$ cat config.mk
export PLATFORM = sky130hd
export DESIGN_NAME = rr_req_gnt_arbiter
export DESIGN_NICKNAME = d
export VERILOG_FILES = /design/src/rtl/rr_arb_pkg.sv /design/src/rtl/rr_pick.sv /design/src/rtl/rr_req_gnt_arbiter.sv
export SDC_FILE = /design/constraint.sdc
export NUM_CORES = 1
export LEC_CHECK = 0
export BUFFER_PORTS_ARGS = -buffer_cell sky130_fd_sc_hd__buf_2
export CORE_UTILIZATION = 41
export CTS_CLUSTER_DIAMETER = 30
export CTS_CLUSTER_SIZE = 24
export DETAILED_ROUTE_END_ITERATION = 8
export MAX_ROUTING_LAYER = met4
export SLEW_MARGIN = 20
export SYNTH_ARGS = -nofsm -noshare
export SYNTH_HDL_FRONTEND = slang
export SYNTH_SLANG_ARGS = --single-unit
$ cat constraint.sdc
create_clock -name clk -period 3.71 [get_ports clk]
set_input_delay 0.5565 -clock clk [delete_from_list [all_inputs] [get_ports clk]]
set_output_delay 0.5565 -clock clk [all_outputs]
set_load 0.01 [all_outputs]
$ cat src/rtl/rr_arb_pkg.sv
// Shared types and helpers for the round-robin request/grant arbiter.
package rr_arb_pkg;

    typedef enum logic {
        IDLE = 1'b0,
        OWN  = 1'b1
    } arb_state_e;

    // Sized for the widest legal requester count; callers zero-extend and slice.
    function automatic logic [3:0] onehot2idx(input logic [15:0] oh);
        logic [3:0] idx;
        idx = '0;
        for (int i = 0; i < 16; i++) begin
            if (oh[i]) begin
                idx = idx | 4'(i);
            end
        end
        return idx;
    endfunction

endpackage

$ cat src/rtl/rr_pick.sv
// Rotating-priority picker: first set bit of req_mask at or after start, wrapping.
module rr_pick
    import rr_arb_pkg::*;
#(
    parameter int N_REQ = 4,
    parameter int IW    = $clog2(N_REQ)
) (
    input  logic [N_REQ-1:0] req_mask,
    input  logic [IW-1:0]    start,
    output logic             valid,
    output logic [IW-1:0]    winner
);

    always_comb begin
        valid  = 1'b0;
        winner = '0;
        for (int i = 0; i < N_REQ; i++) begin
            if (!valid && req_mask[(int'(start) + i) % N_REQ]) begin
                valid  = 1'b1;
                winner = IW'((int'(start) + i) % N_REQ);
            end
        end
    end

endmodule

$ cat src/rtl/rr_req_gnt_arbiter.sv
// Round-robin arbiter with per-owner hold limit, done release and preemption pulse.
module rr_req_gnt_arbiter
    import rr_arb_pkg::*;
#(
    parameter int N_REQ    = 4,
    parameter int MAX_HOLD = 8
) (
    input  logic                     clk,
    input  logic                     rst,
    input  logic [N_REQ-1:0]         req,
    input  logic                     done,
    output logic [N_REQ-1:0]         gnt,
    output logic [$clog2(N_REQ)-1:0] gnt_id,
    output logic                     busy,
    output logic                     preempt
);

    localparam int IW = $clog2(N_REQ);
    localparam int HW = $clog2(MAX_HOLD + 1);

    arb_state_e       state_q, state_d;
    logic [N_REQ-1:0] gnt_q, gnt_d;
    logic [IW-1:0]    last_q, last_d;
    logic [HW-1:0]    hold_q, hold_d;
    logic             preempt_q, preempt_d;

    logic [3:0]       owner_full;
    logic [IW-1:0]    owner;
    logic [IW-1:0]    start;
    logic             owner_req;
    logic             hold_exp;
    logic             release_now;
    logic             pick_valid;
    logic [IW-1:0]    pick_idx;

    assign owner_full  = onehot2idx(16'(gnt_q));
    assign owner       = owner_full[IW-1:0];
    assign owner_req   = req[owner];
    assign hold_exp    = (hold_q == HW'(MAX_HOLD - 1));
    assign release_now = done | ~owner_req | hold_exp;
    assign start       = (last_q == IW'(N_REQ - 1)) ? '0 : last_q + IW'(1);

    // Starting after the last owner puts the releasing owner last in line, so it
    // only wins again when nobody else is requesting.
    rr_pick #(
        .N_REQ (N_REQ),
        .IW    (IW)
    ) u_pick (
        .req_mask (req),
        .start    (start),
        .valid    (pick_valid),
        .winner   (pick_idx)
    );

    always_comb begin
        state_d   = state_q;
        gnt_d     = gnt_q;
        last_d    = last_q;
        hold_d    = hold_q;
        preempt_d = 1'b0;
        case (state_q)
            IDLE: begin
                if (pick_valid) begin
                    state_d = OWN;
                    gnt_d   = {{(N_REQ-1){1'b0}}, 1'b1} << pick_idx;
                    last_d  = pick_idx;
                    hold_d  = '0;
                end
            end
            OWN: begin
                if (release_now) begin
                    preempt_d = hold_exp & ~done & owner_req;
                    hold_d    = '0;
                    if (pick_valid) begin
                        gnt_d  = {{(N_REQ-1){1'b0}}, 1'b1} << pick_idx;
                        last_d = pick_idx;
                    end else begin
                        state_d = IDLE;
                        gnt_d   = '0;
                    end
                end else if (hold_q != HW'(MAX_HOLD)) begin
                    hold_d = hold_q + HW'(1);
                end
            end
            default: begin
                state_d = IDLE;
                gnt_d   = '0;
            end
        endcase
    end

    always_ff @(posedge clk) begin
        if (rst) begin
            state_q   <= IDLE;
            gnt_q     <= '0;
            last_q    <= IW'(N_REQ - 1);
            hold_q    <= '0;
            preempt_q <= 1'b0;
        end else begin
            state_q   <= state_d;
            gnt_q     <= gnt_d;
            last_q    <= last_d;
            hold_q    <= hold_d;
            preempt_q <= preempt_d;
        end
    end

    assign gnt     = gnt_q;
    assign gnt_id  = owner;
    assign busy    = |gnt_q;
    assign preempt = preempt_q;

endmodule

==> results.md <==
- Status: completed
- Setup Fix Bufs, Post-CTS: 0
- Rel. slew slack: 71.2%
- Die height: 44.6 um
- Yosys warns: 0
- Crit. End Element: output pin
- Worst Path Required: 3.15 ns
- Unique masters post-synth: 39
- Synth area leaders: dfxtp_1, ha_1, a2111oi_4
- Register-to-Register Setup Slack: 1.91 ns
- Core Area: 0.00171 sq mm
- CP max stage cell: dfxtp_1
- Global-route wire length before repair: 2430 um
- Chip width: 44.6 um
- Iteration-0 DRC Markers: 12
- Worst skew pair latency: 0.27 ns
- Hold buffers post-CTS: 0
- Syn Inst Count: 77
- Clock buffer depth: 2
- Hold Vio Cnt, Final: 0
- CTS Buf Count: 3
- Setup CP Type: reg -> out
- Synth area leader: dfxtp_1
- Drt first pass iters: 4
- CTS tree: built
- RSZ-0062 raised after global routing: no
- Nets: 105
- Cell count of the worst reg-to-reg path: 6
- Htree depth: 1
- Period minus WS final: 1.93 ns
- Syn nets: 87
- Largest stage delay, worst path: 0.38 ns
- Post-synthesis sequential area ratio: 32.3%
- Vias per inst: 5.40
- Worst reg2reg path endpoint: gnt[0]
- Most frequent cells in the layout: buf_2, dfxtp_1, nand2_1
- Vias in the first global route: 553
- Setup Viol. Count Final: 0
- Clk root buf: clkbuf_4
- Worst-Margin Slew: 0.428 ns
- Synth Cell Area: 744 sq um
- Clock sinks: 12
- Die Area: 0.00199 sq mm
- Levels on crit path: 3
- N_diodes: 0
- Peak fanout along the critical path: 6
- Hold Path Origin: gnt[0]
- FP Rows: 15
- Critical path cell sequence: or2_4 > or3_1 > buf_2
- Fin crit share: 52.0%
- WHS Path Cells: 1
- Max-cap violations: 0
- Routed WL per cell: 12.4 um
- Layout filler cell count: 176
- Post-Syn Area per Cell: 9.67 sq um
- Post-route setup TNS: 0 ns
- Slew Viols, Final: 0
- Global Route Usage Sum: 17.5%
- CP arrival: 1.37 ns
- Clock Skews: 0.00272 ns
- Ports: 15
- Cts repair resizes: 0
- Initial antenna violation count: 0
- DR vias: 637
- Synth-to-layout area growth: 16.1%
- Setup WS post-layout: 1.78 ns
- GR Overflow Total: 0
- Hold Path Class: reg -> reg
- Most common cell after layout, fill and taps aside: buf_2
- Endpoint, Worst Hold: gnt[0]
- CP Buf/Inv Count: 1
- Fmax achieved: 518 MHz
- PortBufs: 14
- Leak: 0.335 nW
- Clock slew at reported path FFs: 0.07 ns
- Final antenna-violating net count: 0
- Routed WL: 1470 um
- Initial Util: 43.6%
- RR Startpoint: last_q[0]
- Post-DP HPWL: 1120 um
- Pre-CTS WS: 1.77 ns
- Proportion of layout cells with a drive suffix above 1: 30.1%
- Yosys reg bits: 12
- Yosys top cell area share: 32.3%
- Pwr/cell area: 418 mW/mm^2
- Largest net degree at the start of global routing: 9
- Gpl congestion: 0.721
- Setup crit start kind: flop
- Top delay family on crit path: simple AND/OR/NAND/NOR gates
- DR DRC count: 0
- Worst IR drop on VDD: 0.000224 V
==> worst max path at each step <==
stage | from | endpoint
after CTS | gnt[3] | busy
after detailed placement | req[2] | last_q[0]
after global placement | req[2] | last_q[0]
final | gnt[3] | busy
after global routing | gnt[3] | busy
after floorplan | req[2] | last_q[0]
==> area by class of cell <==
class | instances | area (sq um) | share of cell area (%)
inverter | 4 | 15.0 | 1.74
multi-input combinational | 60 | 485 | 56.2
tap | 25 | 31.3 | 3.62
sequential | 12 | 240 | 27.8
clock buffer | 3 | 22.5 | 2.60
timing repair buffer | 14 | 70.1 | 8.10
==> registers in the layout, indices dropped and copies added (netlist names) <==
signal	count
hold_q	4
gnt	4
last_q	2
preempt	1
state_q	1
==> kinds of logic after synthesis <==
kind of cell	after synthesis	share of synthesized area, %
and+or+nand+nor	32	26.6
AOI/OAI and AO/OA	22	29.9
DFF	12	32.3
buffers and inverters	5	2.52
adders and majority gates	3	5.04
xor gates and xnor gates	2	2.35
muxes	1	1.34
==> where the power goes <==
group	total, mW	leakage (nW)	switching (mW)	internal [mW]
clock network	0.0791	0.0138	0.0415	0.0376
logic	0.128	0.223	0.0687	0.0594
registers	0.154	0.0983	0.0128	0.141
total	0.361	0.335	0.123	0.238
==> Yosys cell counts, drive strengths merged <==
cell      n
a2111oi   1
a21bo     1
a21boi    1
a21oi     4
a221o     2
a2bb2oi   1
a311oi    1
a31o      1
a31oi     2
a32o      2
and2      4
buf       1
dfxtp    12
ha        3
inv       4
mux2i     1
nand2     6
nand2b    2
nand3     1
nand3b    2
nand4     3
nor2      5
nor2b     1
nor3      1
nor3b     1
nor4      1
nor4bb    1
o211a     1
o21ai     3
o2bb2ai   2
or2       3
or3       1
xnor2     1
xor2      1
==> per-stage QoR <==
| stage | cell area (sq um) | util [%] | hold WS (ns) | cells | total power [mW] |
|---|---|---|---|---|---|
| after global routing | 865 | 50.6 | 0.518 | 118 | 0.387 |
| after CTS | 865 | 50.6 | 0.491 | 118 | 0.367 |
| final | 865 | 50.6 | 0.484 | 118 | 0.361 |
| after global placement | 842 | 49.3 | 0.485 | 115 | 0.285 |
| after detailed placement | 842 | 49.3 | 0.475 | 115 | 0.285 |
| after floorplan | 744 | - | 0.461 | 77 | 0.248 |
==> worst register-to-register path: cells and delay by family, from the launching register on <==
family	cells	cell delay, ns
compound gates	3	0.82
simple gates	2	0.37
flops	1	0.33
fa+ha+maj	1	0.19
==> metal layers <==
metal  up-vias  share of wire (%)  wire, um  track usage (%)
met5         -                  0         0                -
met4         0               0.82        12             3.64
met3         3                5.9        87             8.57
met2        21                 44       641             23.5
met1       290                 49       727             23.4
li1        323                  -         -                -
Note: power is estimated with default switching activity, not from simulation.
